## config.mk

```make
export PLATFORM = sky130hd
export DESIGN_NAME = adc_sequencer
export DESIGN_NICKNAME = d
export VERILOG_FILES = /design/src/rtl/adc_pkg.sv /design/src/rtl/adc_sclk_div.sv /design/src/rtl/adc_sequencer.sv
export SDC_FILE = /design/constraint.sdc
export NUM_CORES = 1
export LEC_CHECK = 0
export BUFFER_PORTS_ARGS = -buffer_cell sky130_fd_sc_hd__buf_2
export CELL_PAD_IN_SITES_DETAIL_PLACEMENT = 1
export CELL_PAD_IN_SITES_GLOBAL_PLACEMENT = 1
export CORE_MARGIN = 2
export CORE_UTILIZATION = 50
export CTS_BUF_LIST = sky130_fd_sc_hd__clkbuf_8 sky130_fd_sc_hd__clkbuf_16
export DETAILED_ROUTE_END_ITERATION = 12
export HOLD_SLACK_MARGIN = 0.1
export MAX_ROUTING_LAYER = met4
export PLACE_DENSITY_LB_ADDON = 0.3
export SLEW_MARGIN = 10
export SYNTH_ARGS = -nofsm -noshare
export SYNTH_HDL_FRONTEND = slang
export SYNTH_SLANG_ARGS = --single-unit
export TNS_END_PERCENT = 100
```

## constraint.sdc

```tcl
create_clock -name clk -period 5.5 [get_ports clk]
set_input_delay 0.825 -clock clk [delete_from_list [all_inputs] [get_ports clk]]
set_output_delay 0.825 -clock clk [all_outputs]
set_load 0.01 [all_outputs]
```

## src/rtl/adc_pkg.sv

```systemverilog
// Shared constants, state encoding and address-bit helper for the serial ADC sequencer.
package adc_pkg;

  localparam int ADC_DATLEN = 12;
  localparam int FRAME_BITS = 16;
  localparam int ADDR_BITS  = 4;
  localparam int CH_W       = 3;
  localparam int BIT_W      = $clog2(FRAME_BITS);

  localparam logic [1:0] ST_IDLE  = 2'd0;
  localparam logic [1:0] ST_CSLOW = 2'd1;
  localparam logic [1:0] ST_SHIFT = 2'd2;
  localparam logic [1:0] ST_GAP   = 2'd3;

  typedef enum logic [1:0] {
    IDLE  = ST_IDLE,
    CSLOW = ST_CSLOW,
    SHIFT = ST_SHIFT,
    GAP   = ST_GAP
  } state_t;

  // Address bits go out MSB first in periods 1..CH_W; period 0 and the data periods drive 0.
  function automatic logic addr_bit(input logic [BIT_W-1:0] k, input logic [CH_W-1:0] ch);
    logic b;
    b = 1'b0;
    for (int i = 1; i <= CH_W; i++) begin
      if (k == BIT_W'(i)) b = ch[CH_W-i];
    end
    return b;
  endfunction

endpackage

```

## src/rtl/adc_sclk_div.sv

```systemverilog
// Serial clock divider: while run is high, sclk toggles every CLK_DIV cycles starting with a fall;
// fall_tick / rise_tick flag the cycle whose closing edge moves sclk.
module adc_sclk_div #(
  parameter int CLK_DIV = 4
) (
  input  logic clk,
  input  logic rst,
  input  logic run,
  output logic sclk,
  output logic fall_tick,
  output logic rise_tick
);

  localparam int CNT_W = $clog2(CLK_DIV);

  logic [CNT_W-1:0] cnt;
  logic             tick;

  assign tick      = (cnt == CNT_W'(CLK_DIV - 1));
  assign fall_tick = tick & sclk;
  assign rise_tick = tick & ~sclk;

  // NOTE: sequential state uses non-blocking assignments so every register samples pre-edge values.
  always_ff @(posedge clk or posedge rst) begin
    if (rst) begin
      cnt  <= '0;
      sclk <= 1'b1;
    end else if (!run) begin
      cnt  <= '0;
      sclk <= 1'b1;
    end else if (tick) begin
      cnt  <= '0;
      sclk <= ~sclk;
    end else begin
      cnt  <= cnt + 1'b1;
    end
  end

endmodule

```

## src/rtl/adc_sequencer.sv

```systemverilog
// Framed serial ADC controller: scans enabled channels round-robin and hands each 12-bit
// sample, tagged with its channel, to the consumer over a valid/ready handshake.
module adc_sequencer
  import adc_pkg::*;
#(
  parameter int NUM_CH  = 8,
  parameter int CLK_DIV = 4
) (
  input  logic                  clk,
  input  logic                  rst,
  input  logic                  enable,
  input  logic [NUM_CH-1:0]     ch_mask,
  output logic                  cs_n,
  output logic                  sclk,
  output logic                  din,
  input  logic                  dout,
  output logic [ADC_DATLEN-1:0] out_data,
  output logic [CH_W-1:0]       out_ch,
  output logic                  out_valid,
  input  logic                  out_ready,
  output logic                  busy
);

  localparam int GAP_W = $clog2(CLK_DIV);

  state_t                state, state_n;
  logic                  fall_tick, rise_tick, run;
  logic                  start, frame_end, gap_done;
  logic [BIT_W-1:0]      bit_cnt, bit_nxt;
  logic [GAP_W-1:0]      gap_cnt;
  logic [CH_W-1:0]       cur_ch, last_ch, next_ch;
  logic [ADC_DATLEN-1:0] shreg;

  // Lowest enabled channel strictly above last, wrapping to 0.
  function automatic logic [CH_W-1:0] rr_pick(input logic [NUM_CH-1:0] mask,
                                              input logic [CH_W-1:0]   last);
    logic [CH_W-1:0] pick;
    logic            found;
    int              idx;
    pick  = '0;
    found = 1'b0;
    for (int i = 1; i <= NUM_CH; i++) begin
      idx = (int'(last) + i) % NUM_CH;
      if (!found && mask[idx]) begin
        pick  = CH_W'(idx);
        found = 1'b1;
      end
    end
    return pick;
  endfunction

  assign next_ch   = rr_pick(ch_mask, last_ch);
  assign start     = (state == IDLE) && enable && (|ch_mask) && !out_valid;
  assign frame_end = (state == SHIFT) && fall_tick && (bit_cnt == BIT_W'(FRAME_BITS - 1));
  assign gap_done  = (state == GAP) && (gap_cnt == GAP_W'(CLK_DIV - 1));
  assign bit_nxt   = bit_cnt + 1'b1;
  assign busy      = (state != IDLE);

  // The last fall tick of the frame ends the frame instead, so sclk stays high into GAP.
  assign run = (state == CSLOW) || ((state == SHIFT) && !frame_end);

  adc_sclk_div #(.CLK_DIV(CLK_DIV)) u_sclk_div (
    .clk       (clk),
    .rst       (rst),
    .run       (run),
    .sclk      (sclk),
    .fall_tick (fall_tick),
    .rise_tick (rise_tick)
  );

  always_ff @(posedge clk or posedge rst) begin
    if (rst) state <= IDLE;
    else     state <= state_n;
  end

  // NOTE: next state gets a default before the case so no path leaves it unassigned (no latch).
  always_comb begin
    state_n = state;
    case (state)
      IDLE:    if (start)     state_n = CSLOW;
      CSLOW:   if (fall_tick) state_n = SHIFT;
      SHIFT:   if (frame_end) state_n = GAP;
      GAP:     if (gap_done)  state_n = IDLE;
      default:                state_n = IDLE;
    endcase
  end

  always_ff @(posedge clk or posedge rst) begin
    if (rst) begin
      cs_n      <= 1'b1;
      din       <= 1'b0;
      out_data  <= '0;
      out_ch    <= '0;
      out_valid <= 1'b0;
      cur_ch    <= '0;
      last_ch   <= CH_W'(NUM_CH - 1);
      bit_cnt   <= '0;
      gap_cnt   <= '0;
      shreg     <= '0;
    end else begin
      if (out_valid && out_ready) out_valid <= 1'b0;

      if (start) begin
        cur_ch  <= next_ch;
        last_ch <= next_ch;
        cs_n    <= 1'b0;
        bit_cnt <= '0;
      end

      if ((state == SHIFT) && rise_tick && (bit_cnt >= BIT_W'(ADDR_BITS)))
        shreg <= {shreg[ADC_DATLEN-2:0], dout};

      if (frame_end) begin
        out_data  <= shreg;
        out_ch    <= cur_ch;
        out_valid <= 1'b1;
        cs_n      <= 1'b1;
        din       <= 1'b0;
        gap_cnt   <= '0;
      end else if ((state == SHIFT) && fall_tick) begin
        bit_cnt <= bit_nxt;
        din     <= addr_bit(bit_nxt, cur_ch);
      end

      if (state == GAP) gap_cnt <= gap_cnt + 1'b1;
    end
  end

endmodule
```

==> results.md, run 1 <==
* Area leader, netlist: dfrtp_1
* Die ar. at 6760 um^2
* Syn avg cell area at a little over 10 um^2
* Distinct cells, synth at 53
* Setup WS pre-CTS at roughly 1.5 ns
* Crit path kind: flip-flop to flip-flop
* FMAX at roughly 0.25 GHz
* Port buffer count at 32
* Nets at roughly 350
* Ys flop type: dfrtp_1
* DRT iter0 DRCs at 135
* Routed WL per cell at between 15 and 20 um
* Vias/cell at 5.96
* TritonCTS clock tree: done
* CTS buffer count at 5
* Antenna-violating nets left at 0
* Sequential cell area at between 1000 and 1500 um^2
* GRT Residual Overflow at 0
* Final Cell Area at between 3000 and 4000 um^2
* H-tree Lvls at 2
* Clk_lat worst skew at around 0.31 ns
* Power density over the cells at 557 nW/um^2
* DIE HEIGHT at slightly above 80 um
* Leakage Power at about 1.6 nW
* Final hold viol count at 0
* Die width at roughly 80 um
* CTS sink count at 47
* Yosys top cell area share at 0.344
* Outcome: completed
* DP Wirelength at 5.47 mm
* Final setup viols at 0
* GRT Util Overall at 0.250
* Max Clock Skew at 0.0113 ns
* Number of synthesized flops with an enable pin at 0
* Setup crit end kind: flip-flop
* Worst Hold Launch: u_sclk_div.cnt[0]
* Clock slew at reported path FFs at roughly 0.10 ns
* Fraction of layout cells with a size suffix above 1 at 0.272
* RSZ-0062 raised after global routing: false
* Worst min path class: flip-flop to flip-flop
* Min Tclk post-route at between 4 and 5 ns
* Longest Clk Path Bufs at 2
* Final slew viol count at 0
* CP max FO at 18
* Worst hold endpoint: u_sclk_div.cnt[0]
* Fin util at 0.568
* Area of the multi-input gates at about 1800 um^2
* Detailed Routing Iterations Pass 1 at 4
* Postcts setup bufs at 0
* Root Buffer: clkbuf_8
* Hold Slack at ~0.45 ns
* Detailed-route via count at 2371
* Drt total wl at roughly 7.5 mm
* Number of core rows at 28
* Largest net degree at the start of global routing at 48
* FILL cells at ~660
* Max Cap Viol at 0
* Top-count cell post-synth: nand2_1
* #FFs+latches synth at 47
* Top Ports at 33
* Mapped Nets at ~320
* Arrival time worst endpoint at 4.27 ns
* Period utilization at 0.736
* Worst flop-to-flop path startpoint: last_ch[0]
* Worst Path Required at approximately 5.7 ns
* CTS Hold Bufs at 0
* Placed inst area at about 3300 um^2
* DRC violations left at 0
* Post-CTS Resized at 0
* Core ar. at about 5900 um^2
* Vias in the first global route at ~2400
* Asr flop ratio synth at 1.00
* Synth warnings at 0
* Area grow syn2layout at 9.94%
* Worst slew pin tran at between 1 and 1.5 ns
* Syn Std Cell Area at about 3100 um^2
* Slew headroom at 0.252
* Worst reg2reg path depth at 8
* Setup slack, reg-to-reg at roughly 1.5 ns
* Synth area leaders: dfrtp_1 (34%), mux4_2 (9.6%), nand2_1 (7.9%), mux2_2 (7.0%), ha_1 (5.3%)
* GPL Wtd Cong at approximately 0.94
* Hold Path Depth at 1
* Peak supply drop at just over 0.3 mV
* Sequential share of the synthesized area at 0.387
* Starting Density at 0.517
* First-pass GRT wire length at 12.5 mm
* Worst reg2reg endpoint: cur_ch[1]
* Fin Setup TNS at 0 ns
* Cells after synthesis at between 200 and 300
* Setup WS post-layout at between 1 and 1.5 ns
* Commonest cells post-synth: nand2_1 (64), dfrtp_1 (42), mux2_2 (19)
* # diodes at 0
* Startpoint types: flip-flop
* Initial antenna violation count at 0
cell usage in the layout, fill, tap and decap left out, types with 2 or more instances in the layout:
cell type,instances
or2_2,2
mux2_1,5
clkbuf_8,5
mux2_2,19
xor2_1,3
nand3_1,6
mux4_2,13
inv_1,14
mux2i_1,12
nand2_1,64
nor3_1,3
ha_1,13
nand2b_1,7
buf_2,32
a21oi_1,9
dfrtp_1,42
mux2_4,2
mux4_1,2
nor2_1,12
o211ai_1,3
dfstp_2,5
o21ai_1,2
a21o_1,2
o21ai_0,11
or4_1,2
a22oi_1,2
o2111ai_1,2
cell type report:
type                            count  area share
Multi-Input combinational cell    220       0.520
Sequential cell                    47       0.352
Timing Repair Buffer               33      0.0499
Tap cell                           75      0.0279
Clock buffer                        5      0.0205
Inverter                           15      0.0167
Clock inverter                      3      0.0130
cells by family (layout without fill, tap and decap cells):
family | after synthesis | in the layout | share of synthesized area
buffers and inverters | 29 | 56 | 0.0413
muxes | 53 | 53 | 0.250
xor gates and xnor gates | 4 | 4 | 0.0115
AOI/OAI and AO/OA | 47 | 47 | 0.106
DFF | 47 | 47 | 0.387
adders and majority gates | 13 | 13 | 0.0532
and+or+nand+nor | 103 | 103 | 0.151
flip-flops by register name, summed over array words and instances, names as in the netlist:
signal,flops
bit_cnt,4
u_sclk_div.cnt,2
shreg,12
gap_cnt,2
state,2
last_ch,3
din,1
cur_ch,3
cs_n,1
out_ch,3
out_valid,1
out_data,12
u_sclk_div.sclk,1
stage by stage:
stage	instances	total power (W)
3_5_place_dp	390	0.00161
4_1_cts	398	0.00188
5_1_grt	398	0.00202
2_1_floorplan	296	0.00137
3_3_place_gp	390	0.00155
6_report	398	0.00187
per-layer routing:
metal  global-route usage  wire length, um  part of all wire  up-vias
met4               0.0633              109             0.015        0
li1                     -                -                 -     1103
met3               0.0293              217             0.029       11
met1                0.335             3480              0.47     1207
met2                0.406             3670              0.49       50
met5                    -                0                 0        -
critical path, stage by stage, from the launching register on:
cell,delay [ns]
dfstp_2,0.76
inv_1,0.23
ha_1,0.87
mux4_2,0.46
mux2_4,0.30
or4b_4,0.54
or3_4,0.42
and2_4,0.18
a221oi_2,0.20
where the power goes:
part / switching [W] / leakage [nW] / internal (W) / total [W]
combinational: 0.000581 / 0.940 / 0.000516 / 0.00110
sequential: 0.000101 / 0.610 / 0.000415 / 0.000516
clock: 0.000126 / 0.0581 / 0.000136 / 0.000261
how the worst max path moves through the flow:
stage,from,cells after the start,to
3_5_place_dp,last_ch[0],8,cur_ch[1]
5_1_grt,last_ch[0],8,cur_ch[1]
3_3_place_gp,last_ch[0],8,cur_ch[1]
2_1_floorplan,last_ch[1],11,cur_ch[1]
6_report,last_ch[0],8,cur_ch[1]
4_1_cts,last_ch[0],8,cur_ch[1]
Power figures use the tool's default switching activity.
==> run 2, diff against run 1 <==
--- a/config.mk
+++ b/config.mk
@@ -9,7 +9,7 @@
 export CELL_PAD_IN_SITES_DETAIL_PLACEMENT = 1
 export CELL_PAD_IN_SITES_GLOBAL_PLACEMENT = 1
 export CORE_MARGIN = 2
-export CORE_UTILIZATION = 50
+export CORE_UTILIZATION = 42
 export CTS_BUF_LIST = sky130_fd_sc_hd__clkbuf_8 sky130_fd_sc_hd__clkbuf_16
 export DETAILED_ROUTE_END_ITERATION = 12
 export HOLD_SLACK_MARGIN = 0.1
==> constraint.sdc (replaced) <==
create_clock -name clk -period 3.51 [get_ports clk]
set_input_delay 0.5265 -clock clk [delete_from_list [all_inputs] [get_ports clk]]
set_output_delay 0.5265 -clock clk [all_outputs]
set_load 0.01 [all_outputs]
==> run 2 against run 1 <==
Effect of this change:
- register-to-register slack worse by 1.3 ns
- count of clock-buffer cells in the layout unchanged
- global-route usage shrank 4.9 points
- die area rose by 18%
- highest routed layer unchanged
==> results.md, run 2 (synthesis results as in run 1) <==
* Period utilization at 0.954 (+0.218)
* Setup slack, reg-to-reg at 0.16 ns (-1.29 ns)
* Sequential power share at 0.257 (-0.018)
* Worst slew pin tran at 0.996 ns (-0.122 ns)
* Most common cell after layout, fill and taps aside: nand2_1
* Antenna-violating nets left at 0 (unchanged)
* Final hold viol count at 0 (unchanged)
* Core ar. at 7140 um^2 (+21%)
* Fin Setup TNS at 0 ns (unchanged)
* Final setup viols at 0 (unchanged)
* # diodes at 0 (unchanged)
* Peak supply drop at 0.412 mV (+35%)
* Detailed-route via count at 2357 (-0.59%)
* Detailed Routing Iterations Pass 1 at 4 (unchanged)
* DP Wirelength at 5.49 mm (+0.42%)
* TritonCTS clock tree: done
* Worst Path Required at 3.72 ns (-2.00 ns)
* H-tree Lvls at 2 (unchanged)
* Startpoint types: flip-flop
* Setup WS post-layout at 0.161 ns (-1.29 ns)
* Max Cap Viol at 0 (unchanged)
* Setup WS pre-CTS at 0.208 ns (-1.25 ns)
* Clk_lat worst skew at 0.30 ns (about the same)
* Largest net degree at the start of global routing at 48 (unchanged)
* GRT Util Overall at 0.201 (-0.0490)
* Number of core rows at 31 (+11%)
* Initial antenna violation count at 0 (unchanged)
* GRT Residual Overflow at 0 (unchanged)
* Most frequent cells in the layout: nand2_1 (64), dfrtp_1 (42), buf_2 (32)
* Vias/cell at 5.49 (-7.8%)
* Worst min path class: input port to flip-flop
* DRC violations left at 0 (unchanged)
* Final slew viol count at 0 (unchanged)
* DIE HEIGHT at 89.3 um (+8.7%)
* Die width at 89.3 um (+8.7%)
* Setup crit end kind: flip-flop
* Outcome: completed
* Clock Power Share at 0.139 (about the same)
* Logic gate share of total power at 0.604 (+0.019)
* CTS buffer count at 5 (unchanged)
* Post-CTS Resized at 0 (unchanged)
* Port buffer count at 32 (unchanged)
* Largest registers: out_data: 12 flops, shreg: 12 flops, bit_cnt: 4 flops
* Sw Pwr at 0.00126 W (+56%)
* Slew headroom at 0.334 (+0.0814)
* Sw frac at 0.422 (-0.00881)
* DRT iter0 DRCs at 96 (-29%)
* First-pass GRT wire length at 12.0 mm (-4.3%)
* Drt total wl at 7.45 mm (-0.39%)
* Routed WL per cell at 17.4 um (-7.6%)
* GPL Wtd Cong at 0.909 (-3.2%)
* Fraction of layout cells with a size suffix above 1 at 0.288 (+0.0154)
* Max Clock Skew at 0.0109 ns (-0.000392 ns)
* Vias in the first global route at 2367 (-1.8%)
* Crit path kind: flip-flop to flip-flop
* FMAX at 0.299 GHz (+21%)
* RSZ-0062 raised after global routing: false
* Area grow syn2layout at 12.7%
* Hold Slack at 0.401 ns (-0.0486 ns)
* Longest Clk Path Bufs at 2 (unchanged)
* Top Ports at 33 (unchanged)
* Int Pwr at 0.00172 W (+62%)
* CTS Hold Bufs at 0 (unchanged)
* Root Buffer: clkbuf_8
* Power density over the cells at 865 nW/um^2 (+55%)
* Arrival time worst endpoint at 3.56 ns (-0.71 ns)
* CTS sink count at 47 (unchanged)
* Postcts setup bufs at 0 (unchanged)
* Die ar. at 7980 um^2 (+18%)
* Nets at 355 (+2.0%)
* Starting Density at 0.429 (-0.0880)
* CP max FO at 7 (-11)
* Leakage Power at 1.64 nW (+1.9%)
* Clock slew at reported path FFs at 0.10 ns (about the same)
* Min Tclk post-route at 3.35 ns (-0.701 ns)
==> run 2: cell types whose count changed in the layout (fill, tap and decap cells not counted), sizes merged <==
cell,previous run,this run
buf,33,40
clkinv,2,0
clkinvlp,0,1
inv,15,16
==> run 2: per-stage QoR <==
stage                      util  total power [W]  area [um^2]  std cells
final                     0.483          0.00298         3450        429
after global placement    0.467          0.00250         3330        421
after floorplan               -          0.00214         3060        296
after global routing      0.483          0.00319         3450        429
after CTS                 0.483          0.00299         3450        429
after detailed placement  0.467          0.00257         3330        421
==> run 2: cell type report <==
| type | instances | area (um^2) |
|---|---|---|
| clock buffer | 5 | 68.8 |
| clock inverter | 3 | 46.3 |
| fill | 839 | 3690 |
| inverter | 15 | 56.3 |
| multi-input combinational | 220 | 1750 |
| sequential | 47 | 1180 |
| tap | 99 | 124 |
| timing repair buffer | 40 | 220 |
==> run 2: path summary, 6_finish.rpt <==
check,startpoint,endpoint,depth (start not counted)
setup / recovery,last_ch[0],cur_ch[1],8
hold reg to reg,u_sclk_div.cnt[0],u_sclk_div.cnt[0],1
min in group asynchronous,rst,out_data[1],2
max in group asynchronous,rst,gap_cnt[0],2
hold / removal,out_ready,out_valid,2
setup reg to reg,last_ch[0],cur_ch[1],8
==> run 2: power groups by stage <==
stage          clock network, W  logic [W]  registers (W)
3_3_place_gp                  0    0.00173       0.000772
2_1_floorplan                 0    0.00142       0.000720
6_report               0.000414    0.00180       0.000767
3_5_place_dp                  0    0.00179       0.000779
4_1_cts                0.000425    0.00180       0.000767
5_1_grt                0.000442    0.00196       0.000785
==> run 2: routing by layer <==
layer  GRT usage  routed length, um
met2       0.342               3860
met3      0.0286                160
met5           -                  0
met1       0.252               3370
met4      0.0502                 57
==> run 2: worst max-delay path, stage by stage (launching register included) <==
cell and delay [ns]:
dfstp_2 0.63, inv_1 0.19, ha_1 0.41, mux4_2 0.39, mux2_4 0.31, or4b_4 0.53, or3_4 0.42, and2_4 0.18
a221oi_2 0.19
